`src/rtl/card_dealer_if.sv`:
```
// Request/response bus between the card dealer and the blackjack game FSM.
// The game side drives the request pulses; the dealer returns one card per request.
interface card_dealer_if;
   logic       shuffle;
   logic       deal;
   logic       hit;
   logic       dhit;
   logic [3:0] card;
   logic       ready;
   logic       empty;
   logic [5:0] remaining;

   modport master (
      output shuffle, deal, hit, dhit,
      input  card, ready, empty, remaining
   );

   modport slave (
      input  shuffle, deal, hit, dhit,
      output card, ready, empty, remaining
   );
endinterface

```
`src/rtl/card_dealer.sv`:
```
// 52-card deck with LFSR-driven Fisher-Yates shuffle; deals the opening four
// cards on deal and single cards on player/dealer hit requests.
module card_dealer #(
   parameter logic [15:0] SEED = 16'hACE1,
   parameter int          GAP  = 2
) (
   input logic          clock,
   input logic          reset,
   card_dealer_if.slave bus
);
   typedef enum logic [2:0] {INIT, SHUFFLE, IDLE, DEAL, ONE, EMPTY} state_t;

   state_t           state, state_nxt;
   logic [15:0]      lfsr;
   logic [51:0][3:0] deck;
   logic [5:0]       ptr, idx, j;
   logic [1:0]       deal_n;
   logic [2:0]       gap_cnt;
   logic             hit_q, hit_pend, dhit_pend, one_p;
   logic             emit, swap, last, into_init;
   logic             hit_set, dhit_set, hit_clr, dhit_clr;

   assign j         = lfsr[5:0];
   assign swap      = (state == SHUFFLE) && (j <= idx);
   assign last      = (ptr == 6'd51);
   assign into_init = (state != INIT) && (state_nxt == INIT);

   always_comb begin
      state_nxt = state;
      emit      = 1'b0;
      case (state)
         INIT:    state_nxt = SHUFFLE;
         SHUFFLE: if (swap && idx == 6'd1) state_nxt = IDLE;
         IDLE: begin
            if (bus.shuffle)                state_nxt = INIT;
            else if (bus.deal)              state_nxt = DEAL;
            else if (hit_pend || dhit_pend) state_nxt = ONE;
         end
         DEAL: begin
            if (gap_cnt == 3'd0) begin
               emit = 1'b1;
               if (last)                 state_nxt = EMPTY;
               else if (deal_n == 2'd3)  state_nxt = IDLE;
            end
         end
         ONE: begin
            emit      = 1'b1;
            state_nxt = last ? EMPTY : IDLE;
         end
         EMPTY:   if (bus.shuffle) state_nxt = INIT;
         default: state_nxt = INIT;
      endcase
   end

   always_ff @(posedge clock or posedge reset) begin
      if (reset) state <= INIT;
      else       state <= state_nxt;
   end

   // Request capture is suppressed in EMPTY; entering INIT flushes anything queued.
   assign hit_set  = bus.hit && !hit_q && (state != EMPTY);
   assign dhit_set = bus.dhit && (state != EMPTY);
   assign hit_clr  = into_init || (state == ONE && one_p);
   assign dhit_clr = into_init || (state == ONE && !one_p);

   always_ff @(posedge clock or posedge reset) begin
      if (reset) begin
         lfsr      <= SEED;
         ptr       <= 6'd0;
         idx       <= 6'd51;
         deal_n    <= 2'd0;
         gap_cnt   <= 3'd0;
         hit_q     <= 1'b0;
         hit_pend  <= 1'b0;
         dhit_pend <= 1'b0;
         one_p     <= 1'b0;
      end else begin
         lfsr      <= {1'b0, lfsr[15:1]} ^ (lfsr[0] ? 16'hB400 : 16'h0000);
         hit_q     <= bus.hit;
         hit_pend  <= (hit_pend & ~hit_clr) | (hit_set & ~into_init);
         dhit_pend <= (dhit_pend & ~dhit_clr) | (dhit_set & ~into_init);
         if (into_init) ptr <= 6'd0;
         else if (emit) ptr <= ptr + 6'd1;
         case (state)
            INIT:    idx <= 6'd51;
            SHUFFLE: if (swap) idx <= idx - 6'd1;
            IDLE: begin
               deal_n  <= 2'd0;
               gap_cnt <= 3'd0;
               one_p   <= hit_pend;
            end
            DEAL: begin
               if (gap_cnt == 3'd0) begin
                  gap_cnt <= 3'(GAP);
                  deal_n  <= deal_n + 2'd1;
               end else begin
                  gap_cnt <= gap_cnt - 3'd1;
               end
            end
            default: ;
         endcase
      end
   end

   // Deck contents are fully rewritten in INIT, so they need no reset.
   always_ff @(posedge clock) begin
      if (state == INIT) begin
         for (int k = 0; k < 52; k++)
            deck[k] <= (k % 13 >= 9) ? 4'd10 : 4'(k % 13 + 1);
      end else if (swap) begin
         deck[idx] <= deck[j];
         deck[j]   <= deck[idx];
      end
   end

   assign bus.card      = emit ? deck[ptr] : 4'd0;
   assign bus.ready     = (state == IDLE);
   assign bus.empty     = (state == EMPTY);
   assign bus.remaining = 6'd52 - ptr - {5'd0, emit};
endmodule
```
`src/flat_wrapper.sv`:
```
// flat-port wrapper written by rule: the top's interface ports become plain ports
module card_dealer_flat 
#(
   parameter logic [15:0] SEED = 16'hACE1,
   parameter int          GAP  = 2
)
  (clock, reset, bus_shuffle, bus_deal, bus_hit, bus_dhit, bus_card, bus_ready, bus_empty, bus_remaining);
  card_dealer_if bus_i ();
  input logic clock;
  input logic reset;
  input wire logic [$bits(bus_i.shuffle)-1:0] bus_shuffle;
  input wire logic [$bits(bus_i.deal)-1:0] bus_deal;
  input wire logic [$bits(bus_i.hit)-1:0] bus_hit;
  input wire logic [$bits(bus_i.dhit)-1:0] bus_dhit;
  output wire logic [$bits(bus_i.card)-1:0] bus_card;
  output wire logic [$bits(bus_i.ready)-1:0] bus_ready;
  output wire logic [$bits(bus_i.empty)-1:0] bus_empty;
  output wire logic [$bits(bus_i.remaining)-1:0] bus_remaining;
  assign bus_i.shuffle = bus_shuffle;
  assign bus_i.deal = bus_deal;
  assign bus_i.hit = bus_hit;
  assign bus_i.dhit = bus_dhit;
  assign bus_card = bus_i.card;
  assign bus_ready = bus_i.ready;
  assign bus_empty = bus_i.empty;
  assign bus_remaining = bus_i.remaining;
  card_dealer #(.SEED(SEED), .GAP(GAP)) u_core (.clock(clock), .reset(reset), .bus(bus_i));
endmodule
```
`config.mk`:
```
export PLATFORM = sky130hd
export DESIGN_NAME = card_dealer_flat
export DESIGN_NICKNAME = d
export VERILOG_FILES = /design/src/rtl/card_dealer_if.sv /design/src/rtl/card_dealer.sv /design/src/flat_wrapper.sv
export SDC_FILE = /design/constraint.sdc
export NUM_CORES = 1
export LEC_CHECK = 0
export CORE_MARGIN = 2
export CORE_UTILIZATION = 40
export DETAILED_ROUTE_END_ITERATION = 8
export MAX_ROUTING_LAYER = met4
export PLACE_DENSITY = 0.63
export SLEW_MARGIN = 20
export SYNTH_ARGS = -nofsm -noshare
export SYNTH_HDL_FRONTEND = slang
export SYNTH_SLANG_ARGS = --single-unit
```
`constraint.sdc`:
```
create_clock -name clock -period 8.8 [get_ports clock]
set_clock_uncertainty 0.1 [all_clocks]
set_input_delay 1.76 -clock clock [delete_from_list [all_inputs] [get_ports clock]]
set_output_delay 1.76 -clock clock [all_outputs]
set_load 0.02 [all_outputs]
```
==> results.sh <==
export IMPL_place_ws_ns=3.32
export IMPL_yosys_top_cells_area="dfxtp_1 24%, mux4_2 11%, a221oi_1 8.1%"
export IMPL_fin_ws_ns=2.80
export IMPL_cts_hold_buf=0
export IMPL_cp_common_cell="mux4_2"
export IMPL_cts_buffers=29
export IMPL_syn_nets=2017
export IMPL_hold_path_class="register to register"
export IMPL_cts_buffer_depth=3
export IMPL_ys_top_cells_by_count="208 x dfxtp_1, 171 x o21ai_0, 165 x nand2_1"
export IMPL_portBuffers=17
export IMPL_p_total_mw=2.43
export IMPL_tns_ns=0
export IMPL_grt_pass1_wl_um=129000
export IMPL_die_h_um=212
export IMPL_hold_violations=0
export IMPL_clk_latency_ns=0.62
export IMPL_maxCapViolCount=0
export IMPL_status="completed"
export IMPL_required_ns=6.94
export IMPL_drc=0
export IMPL_timing_slew_headroom_pct=14.1
export IMPL_syn_area_um2=17200
export IMPL_cp_num_buf_inv=2
export IMPL_crit_path_max_fanout=35
export IMPL_fin_area_um2=19000
export IMPL_cp_top_family="buffers and inverters"
export IMPL_yosys_warnings=0
export IMPL_power_leakage_nw=6.84
export IMPL_core_area_um2=42800
export IMPL_first_pass_iters=7
export IMPL_synth_seq_cells=248
export IMPL_yosysTopAreaCell="dfxtp_1"
export IMPL_htreeDepth=1
export IMPL_startpoint_type="register"
export IMPL_instances_no_fill=2498
export IMPL_setup_viol=0
export IMPL_gp_congestion=1.06
export IMPL_rows=76
export IMPL_synth_cell_type_count=80
export IMPL_synthFlopType="dfxtp_1"
export IMPL_regArea_um2=5190
export IMPL_fillCellCount=4152
export IMPL_critPathKind="register to primary output"
export IMPL_postSynthCellCount=1992
export IMPL_start_util_pct=40.3
export IMPL_critPathSlowestCell="dfrtp_4"
export IMPL_worstMarginPinSlew_ns=1.28
export IMPL_wl_um=89200
export IMPL_synth_seq_area_share_pct=30.1
export IMPL_end_kind="primary output"
export IMPL_synth_top_area_share_pct=24.2
export IMPL_drive_gt1_share_pct=16.7
export IMPL_vias_per_cell=7.70
export IMPL_overflow=0
export IMPL_nNetsFinal=1949
export IMPL_vias=19200
export IMPL_wire_per_inst_um=35.7
export IMPL_hold_ws_ns=0.249
export IMPL_antenna_found_initial=5
export IMPL_first_iter_violations=3175
export IMPL_vdd_drop_max_uv=139
export IMPL_cp_arrival_ns=4.14
export IMPL_clock_fmax_mhz=167
export IMPL_die_w_um=212
export IMPL_root_buffer="clkbuf_16"
export IMPL_placed_area_um2=17900
export IMPL_max_stage_delay_ns=0.72
export IMPL_async_flop_share_pct=16.1
export IMPL_cts_resized=0
export IMPL_dp_cells=2438
export IMPL_ios=18
export IMPL_grt_max_degree=116
export IMPL_final_core_util_pct=44.4
export IMPL_die_area_um2=44800
export IMPL_path_clk_slew_ns=0.08
export IMPL_slew_violations=0
export IMPL_cts_tree="built"
export IMPL_synth_area_per_cell_um2=8.65
export IMPL_finalCritPeriodShare_pct=68.2
export IMPL_rsz0062_at_grt="false"
export IMPL_cts_sinks=248
export IMPL_fin_crit_ns=6.00
export IMPL_grtUsageTotal_pct=40.6
export IMPL_post_cts_setup_buffers=0
export IMPL_synth_most_common_cell="dfxtp_1"
export IMPL_grt_pass1_vias=17900
export IMPL_area_growth_pct=10.1
export IMPL_multiInputGateArea_um2=11100
export IMPL_synth_edf_count=0
export IMPL_crit_path_cell_trace="buf_4 > mux4_2 > mux4_2 > a211oi_1 > a311oi_1 > clkdlybuf4s50_1"
export IMPL_drtAntennaViolNets=0
export IMPL_power_density_nw_per_um2=128
export IMPL_dp_hpwl_um=60300
==> power by group <==
part	internal (mW)	total [mW]	switching, mW
Sequential	1.13	1.13	0.0000632
Combinational	0.00280	0.00814	0.00534
Clock	0.755	1.30	0.541
==> area by class of cell <==
type / instances / area share (%)
multi-input combinational: 1488 / 58.5
sequential: 248 / 27.3
clock buffer: 39 / 4.40
timing repair buffer: 92 / 3.97
tap: 546 / 3.60
inverter: 65 / 1.29
clock inverter: 12 / 0.857
antenna: 8 / 0.105
==> cell usage in the layout, fill, tap and decap left out, drive strengths merged, types with 19 or more instances in the layout <==
cell,n
dfxtp,208
o21ai,172
nand2,165
nor2,162
a221oi,161
a21oi,94
mux4,84
buf,75
nor3,64
o221ai,62
inv,60
mux2,54
nand3,51
a22oi,47
clkbuf,39
dfrtp,28
and3,27
nor2b,23
a221o,21
o21a,20
ha,19
==> routing by layer <==
layer	GRT usage (%)	part of all wire, %
met1	51.8	37
met2	55.7	40
met3	12.4	15
met4	25.3	8.0
met5	-	0
==> state kept, by name (all words and copies together), names as in the netlist <==
register and flops:
u_core.hit_q 1, u_core.ptr 6, u_core.gap_cnt 3, u_core.lfsr 16, u_core.dhit_pend 1, u_core.deck 208
u_core.idx 6, u_core.hit_pend 1, u_core.deal_n 2, u_core.state 3, u_core.one_p 1
==> final timing paths <==
kind                       slack, ns                           end                       from  depth (start not counted)
max                             2.80                   bus_card[2]  u_core.ptr[0]$_DFFE_PP0P_                          6
min                             0.25     u_core.lfsr[11]$_DFF_PP1_  u_core.lfsr[12]$_DFF_PP0_                          0
min in group asynchronous       1.48     u_core.ptr[3]$_DFFE_PP0P_                      reset                          3
min reg2reg                     0.25     u_core.lfsr[11]$_DFF_PP1_  u_core.lfsr[12]$_DFF_PP0_                          0
max reg2reg                     3.15  u_core.deck[35]$_SDFFE_PP1P_  u_core.idx[1]$_DFFE_PP1P_                         10
max in group asynchronous       6.67     u_core.idx[2]$_DFFE_PP0P_                      reset                          3
==> cells by family after synthesis <==
logic type	synth area share, %
AO/OA/AOI/OAI	29.9
adder cells (fa/ha/maj)	1.38
XOR/XNOR	0.711
AND/OR/NAND/NOR	16.6
buffers and inverters	6.33
flip-flops	30.1
multiplexers	15.0
No activity file was read; power rests on OpenSTA's default activity.
